==> src/rtl/matrix_op_sequencer.sv <==
// Byte-serial command/operand loader and result streamer wrapped around the 5x5 matrix ALU.
// Operands are packed as element (r,c) at byte 5r+c; determinant results stream as five LSB-first bytes.
module matrix_op_sequencer #(
  parameter int SEQ_WAIT = 32
) (
  input  logic         clk,
  input  logic         rst,
  input  logic         cmd_valid,
  output logic         cmd_ready,
  input  logic [2:0]   cmd_op,
  input  logic [1:0]   cmd_size,
  input  logic [7:0]   cmd_scalar,
  input  logic         in_valid,
  output logic         in_ready,
  input  logic [7:0]   in_data,
  output logic [2:0]   op_code,
  output logic [1:0]   matrix_size,
  output logic [7:0]   scalar,
  output logic [199:0] matrix_a,
  output logic [199:0] matrix_b,
  output logic         alu_start,
  input  logic [199:0] alu_result,
  input  logic         alu_overflow,
  output logic         out_valid,
  input  logic         out_ready,
  output logic [7:0]   out_data,
  output logic         out_last,
  output logic         out_overflow,
  output logic         err
);

  typedef enum logic [2:0] {IDLE, LOAD_A, LOAD_B, START, WAIT, SEND} state_t;

  state_t         state_q, state_d;
  logic [2:0]     row_q, row_d, col_q, col_d;
  logic [15:0]    wait_q, wait_d;
  logic [199:0]   result_q, result_d;
  logic           ovf_q, ovf_d;
  logic [2:0]     op_q, op_d;
  logic [1:0]     size_q, size_d;
  logic [7:0]     scalar_q, scalar_d;
  logic [199:0]   mat_a_q, mat_a_d, mat_b_q, mat_b_d;
  logic           cmd_ready_q, cmd_ready_d, in_ready_q, in_ready_d;
  logic           alu_start_q, alu_start_d, err_q, err_d;
  logic           out_valid_q, out_valid_d, out_last_q, out_last_d, out_ovf_q, out_ovf_d;
  logic [7:0]     out_data_q, out_data_d;

  logic [2:0]     n, send_rows, send_len;
  logic           is_det, two_operand, seq_op, load_last;
  logic [4:0]     pos_d;

  function automatic logic [4:0] pos_of(input logic [2:0] r, input logic [2:0] c);
    logic [4:0] p;
    p = ({2'b00, r} * 5'd5) + {2'b00, c};
    return p;
  endfunction

  assign cmd_ready    = cmd_ready_q;
  assign in_ready     = in_ready_q;
  assign op_code      = op_q;
  assign matrix_size  = size_q;
  assign scalar       = scalar_q;
  assign matrix_a     = mat_a_q;
  assign matrix_b     = mat_b_q;
  assign alu_start    = alu_start_q;
  assign out_valid    = out_valid_q;
  assign out_data     = out_data_q;
  assign out_last     = out_last_q;
  assign out_overflow = out_ovf_q;
  assign err          = err_q;

  always_comb begin
    state_d  = state_q;
    row_d    = row_q;
    col_d    = col_q;
    wait_d   = wait_q;
    result_d = result_q;
    ovf_d    = ovf_q;
    op_d     = op_q;
    size_d   = size_q;
    scalar_d = scalar_q;
    mat_a_d  = mat_a_q;
    mat_b_d  = mat_b_q;
    err_d    = 1'b0;

    n           = {1'b0, size_q} + 3'd2;
    is_det      = (op_q == 3'b101);
    two_operand = (op_q == 3'b000) || (op_q == 3'b001) || (op_q == 3'b110);
    seq_op      = (op_q == 3'b101) || (op_q == 3'b110);
    // The determinant is walked as a single row of five bytes so one counter pair serves both shapes.
    send_rows   = is_det ? 3'd1 : n;
    send_len    = is_det ? 3'd5 : n;
    load_last   = (row_q == n - 3'd1) && (col_q == n - 3'd1);

    case (state_q)
      IDLE: begin
        if (cmd_valid && cmd_ready_q) begin
          if (cmd_op == 3'b111) begin
            err_d = 1'b1;
          end else begin
            op_d     = cmd_op;
            size_d   = cmd_size;
            scalar_d = cmd_scalar;
            mat_a_d  = '0;
            mat_b_d  = '0;
            row_d    = '0;
            col_d    = '0;
            state_d  = LOAD_A;
          end
        end
      end
      LOAD_A, LOAD_B: begin
        if (in_valid && in_ready_q) begin
          if (state_q == LOAD_A) mat_a_d[{pos_of(row_q, col_q), 3'b000} +: 8] = in_data;
          else                   mat_b_d[{pos_of(row_q, col_q), 3'b000} +: 8] = in_data;
          if (load_last) begin
            row_d   = '0;
            col_d   = '0;
            state_d = (state_q == LOAD_A && two_operand) ? LOAD_B : START;
          end else if (col_q == n - 3'd1) begin
            col_d = '0;
            row_d = row_q + 3'd1;
          end else begin
            col_d = col_q + 3'd1;
          end
        end
      end
      START: begin
        wait_d  = seq_op ? 16'(SEQ_WAIT - 1) : 16'd0;
        state_d = WAIT;
      end
      WAIT: begin
        if (wait_q == 16'd0) begin
          result_d = alu_result;
          ovf_d    = alu_overflow;
          row_d    = '0;
          col_d    = '0;
          state_d  = SEND;
        end else begin
          wait_d = wait_q - 16'd1;
        end
      end
      SEND: begin
        if (out_valid_q && out_ready) begin
          if (out_last_q) begin
            row_d   = '0;
            col_d   = '0;
            state_d = IDLE;
          end else if (col_q == send_len - 3'd1) begin
            col_d = '0;
            row_d = row_q + 3'd1;
          end else begin
            col_d = col_q + 3'd1;
          end
        end
      end
      default: state_d = IDLE;
    endcase

    // Outputs are registered from the next state so they line up with the state they describe.
    pos_d       = pos_of(row_d, col_d);
    cmd_ready_d = (state_d == IDLE);
    in_ready_d  = (state_d == LOAD_A) || (state_d == LOAD_B);
    alu_start_d = (state_d == START);
    out_valid_d = (state_d == SEND);
    out_data_d  = out_valid_d ? result_d[{pos_d, 3'b000} +: 8] : 8'd0;
    out_last_d  = out_valid_d && (row_d == send_rows - 3'd1) && (col_d == send_len - 3'd1);
    out_ovf_d   = out_valid_d && ovf_d;
  end

  always_ff @(posedge clk or negedge rst) begin
    if (!rst) begin
      state_q     <= IDLE;
      row_q       <= '0;
      col_q       <= '0;
      wait_q      <= '0;
      result_q    <= '0;
      ovf_q       <= 1'b0;
      op_q        <= '0;
      size_q      <= '0;
      scalar_q    <= '0;
      mat_a_q     <= '0;
      mat_b_q     <= '0;
      cmd_ready_q <= 1'b0;
      in_ready_q  <= 1'b0;
      alu_start_q <= 1'b0;
      err_q       <= 1'b0;
      out_valid_q <= 1'b0;
      out_data_q  <= '0;
      out_last_q  <= 1'b0;
      out_ovf_q   <= 1'b0;
    end else begin
      state_q     <= state_d;
      row_q       <= row_d;
      col_q       <= col_d;
      wait_q      <= wait_d;
      result_q    <= result_d;
      ovf_q       <= ovf_d;
      op_q        <= op_d;
      size_q      <= size_d;
      scalar_q    <= scalar_d;
      mat_a_q     <= mat_a_d;
      mat_b_q     <= mat_b_d;
      cmd_ready_q <= cmd_ready_d;
      in_ready_q  <= in_ready_d;
      alu_start_q <= alu_start_d;
      err_q       <= err_d;
      out_valid_q <= out_valid_d;
      out_data_q  <= out_data_d;
      out_last_q  <= out_last_d;
      out_ovf_q   <= out_ovf_d;
    end
  end

endmodule
==> config.mk <==
export PLATFORM = sky130hd
export DESIGN_NAME = matrix_op_sequencer
export DESIGN_NICKNAME = d
export VERILOG_FILES = /design/src/rtl/matrix_op_sequencer.sv
export SDC_FILE = /design/constraint.sdc
export NUM_CORES = 1
export LEC_CHECK = 0
export ABC_AREA = 1
export CAP_MARGIN = 10
export CORE_ASPECT_RATIO = 1.5
export CORE_MARGIN = 3
export CORE_UTILIZATION = 30
export DETAILED_ROUTE_END_ITERATION = 8
export PLACE_DENSITY_LB_ADDON = 0.2
export REMOVE_ABC_BUFFERS = 1
export SKIP_CTS_REPAIR_TIMING = 1
export SLEW_MARGIN = 5
export SYNTH_ARGS = -nofsm -noshare
export SYNTH_HDL_FRONTEND = slang
export SYNTH_SLANG_ARGS = --single-unit
==> constraint.sdc <==
create_clock -name clk -period 4.1 [get_ports clk]
set_input_delay 0.82 -clock clk [delete_from_list [all_inputs] [get_ports clk]]
set_output_delay 0.82 -clock clk [all_outputs]
set_load 0.01 [all_outputs]
==> impl_metrics.tcl <==
set metrics [dict create \
    status "finished, final reports clean" \
    crit_arrival_ps 4390 \
    slew-limit-headroom_pct 33.3 \
    async_flop_share_pct 100 \
    io_pins 655 \
    place_area_mm2 0.0383 \
    p_sw_share_pct 41.7 \
    cp-start-kind "primary input" \
    post-route-period-util_pct 94.3 \
    synth_top_cell_by_area "dfrtp_1" \
    power_density_mw_per_mm2 592 \
    synthDistinctLibCells 45 \
    first_global_vias 27284 \
    cpMostUsedCell "nand2_1" \
    clkTransAtPathRegs_ps 60 \
    synth_edf_count 0 \
    finalWirelength_mm 117 \
    numPortBuffers 654 \
    grt_max_degree 212 \
    internal_power_w 0.0140 \
    crit_start "cmd_op[2]" \
    start_util_pct 30.4 \
    p_leak_nw 18.2 \
    drtPass1Iterations 5 \
    wl_per_cell_um 21.0 \
    via_per_inst 4.92 \
    cts_tree "built" \
    clock-sinks 654 \
    max_freq_ghz 0.259 \
    synth_most_common_cell "nand2_1" \
    ys_ff_latch 654 \
    drtAntennaViolNets 0 \
    core_area_mm2 0.0963 \
    antenna_found_initial 2 \
    cpPeakStageDelay_ps 590 \
    h-tree-depth 3 \
    dp_hpwl_mm 87.7 \
    r2r_end "out_data[1]" \
    drc 0 \
    yosys_most_used_dff "dfrtp_1" \
    final_nets 4504 \
    yosys-top-cells-area "dfrtp_1 56%, nand2_1 16%, o21ai_0 5.8%" \
    drtIter0Drc 2172 \
    multi_input_area_mm2 0.0114 \
    postLayoutCellArea_mm2 0.0407 \
    tightest_slew_ps 1000 \
    min_period_ps 3870 \
    clk_latency_ps 650 \
    synth-seq-area-share_pct 55.8 \
    syn_area_per_cell_um2 8.28 \
    yosysWarnings 0 \
    endpoint "out_data[1]" \
    clock-root-buffer "clkbuf_16" \
    combinationalPowerShare_pct 40.6 \
    total_power_w 0.0241 \
    synthDominantCellAreaShare_pct 55.8 \
    grt_first_pass_wirelength_mm 175 \
    die_w_um 261 \
    ff2ff_path_depth 23 \
    routabilityCongestion 0.864 \
    drive_gt1_share_pct 8.32 \
    r2r-start "matrix_size[0]" \
    grt_usage_pct 22.6 \
    hold_violations 0 \
    hp-class "in2async" \
    finalSetupViolations 0 \
    fillers 9810 \
    crit_chain "clkdlybuf4s50_1 > nand3_1 > nand3_1 > a21oi_1 > nand2_1 > a21oi_1 > nand2_1 > nand2_1 > nand2_1 > ha_1 > inv_2 > xor2_2 > fa_2 > buf_12 > nand2_1 > nor2_1 > nand2_1 > nand3_1 > nand2_1 > nor2_2 > buf_4 > nor2_1" \
    synth_area_mm2 0.0293 \
    rows 139 \
    syn_to_final_growth_pct 38.8 \
    r2r_slack_ps 270 \
    slew_violations 0 \
    vias 27422 \
    fp.dieH_um 389 \
    crit_fanout 24 \
    syn-instance-count 3541 \
    clkPwrFrac_pct 27.1 \
    regArea_mm2 0.0164 \
    peakVddDrop_mv 0.617 \
    die_area_mm2 0.102 \
    worstSetupPathType "in2reg" \
    cp_slowest_cell "fa_2" \
    cts_buffers 69 \
    power_frac_seq_pct 32.3 \
    power.switching_w 0.0100 \
    rsz0062_at_grt "false" \
    crit_path_end_kind "flop" \
    gr-total-overflow 0 \
    worstPathRequired_ps 4630 \
    synth_commonest_cells "1,264 x nand2_1, 654 x dfrtp_1, 338 x o21ai_0" \
    max_cap_viol_count 0 \
    skew_ps 22.3 \
    cts_buffer_depth 3 \
]
[worst min path at each step]
stage                  startpoint            end  slack, ps  depth (start not counted)
floorplan           result_q[102]  result_q[102]        440                          2
global placement    result_q[150]  result_q[150]        450                          2
detailed placement  result_q[147]  result_q[147]        450                          2
CTS                           rst  matrix_a[153]        210                          1
global route                  rst  matrix_a[153]        240                          1
finish                        rst  matrix_a[153]        180                          1
[through the flow]
step	setup TNS [ps]	hold slack, ps	util [%]	std cells	setup WS (ps)
4_1_cts	-145	214	42.1	5571	-83.9
2_1_floorplan	-3820590	437	-	3376	-10040
3_5_place_dp	-4050	453	39.7	5450	-623
5_1_grt	0	241	42.2	5575	1.02
6_report	0	181	42.2	5576	234
3_3_place_gp	-3690	447	39.7	5450	-560
[placed cells by master, fill, tap and decap left out, types with 10 or more instances in the layout]
cell type,n
nand2_2,10
nor3_1,19
nand3_1,200
o21ai_2,16
a21oi_2,12
buf_4,131
nor2_1,191
ha_1,16
nand4_1,66
nand2_1,1259
o211ai_1,44
a21oi_1,63
clkbuf_1,16
buf_12,22
dfrtp_1,653
o21ai_0,337
clkbuf_16,70
inv_1,245
clkdlybuf4s50_1,653
o21ai_1,155
clkbuf_8,12
[power groups by stage]
| stage | logic (W) | registers (W) | clock network (W) |
|---|---|---|---|
| final | 0.00978 | 0.00778 | 0.00653 |
| after global routing | 0.0107 | 0.00788 | 0.00692 |
| after CTS | 0.00975 | 0.00777 | 0.00670 |
| after detailed placement | 0.00972 | 0.00788 | 0 |
| after global placement | 0.00973 | 0.00786 | 0 |
| after floorplan | 0.00512 | 0.00786 | 0 |
[routing by layer]
layer / vias up / global-route usage [%] / routed length (µm) / part of all wire, %
li1: 12933 / - / - / -
met1: 13295 / 28.2 / 47500 / 41
met2: 1012 / 38.7 / 57400 / 49
met3: 180 / 3.42 / 7280 / 6.2
met4: 2 / 9.79 / 4850 / 4.1
met5: - / 0 / 10 / 0.0085
[registers in the layout (all words and copies together) (netlist names)]
register,count
ovf_q,1
row_q,3
cmd_ready,1
result_q,200
out_last,1
wait_q,16
col_q,3
alu_start,1
op_code,3
state_q,3
matrix_size,2
matrix_a,200
out_data,8
err,1
scalar,8
in_ready,1
out_valid,1
matrix_b,200
out_overflow,1
[worst max-delay path, delay by kind of cell]
kind	cells	cell delay [ps]
buf+inv	4	910
compound gates	2	340
xor+xnor	1	180
fa+ha+maj	2	920
simple gates	13	1170
[final cells by class]
| cell class | instances | share of cell area (%) |
|---|---|---|
| sequential | 654 | 40.2 |
| tap | 1269 | 3.90 |
| clock buffer | 98 | 4.86 |
| inverter | 260 | 2.42 |
| multi-input combinational | 2462 | 28.1 |
| antenna | 2 | 0.0123 |
| clock inverter | 23 | 0.809 |
| timing repair buffer | 808 | 19.6 |
[cell families after synthesis]
kind of cell	Yosys count	synth area share, %
AND/OR/NAND/NOR	1790	25.4
adder cells (fa/ha/maj)	22	0.990
AO/OA/AOI/OAI	634	11.7
flip-flops	654	55.8
buffers and inverters	425	5.64
XOR/XNOR	16	0.529
Power figures use the tool's default switching activity.
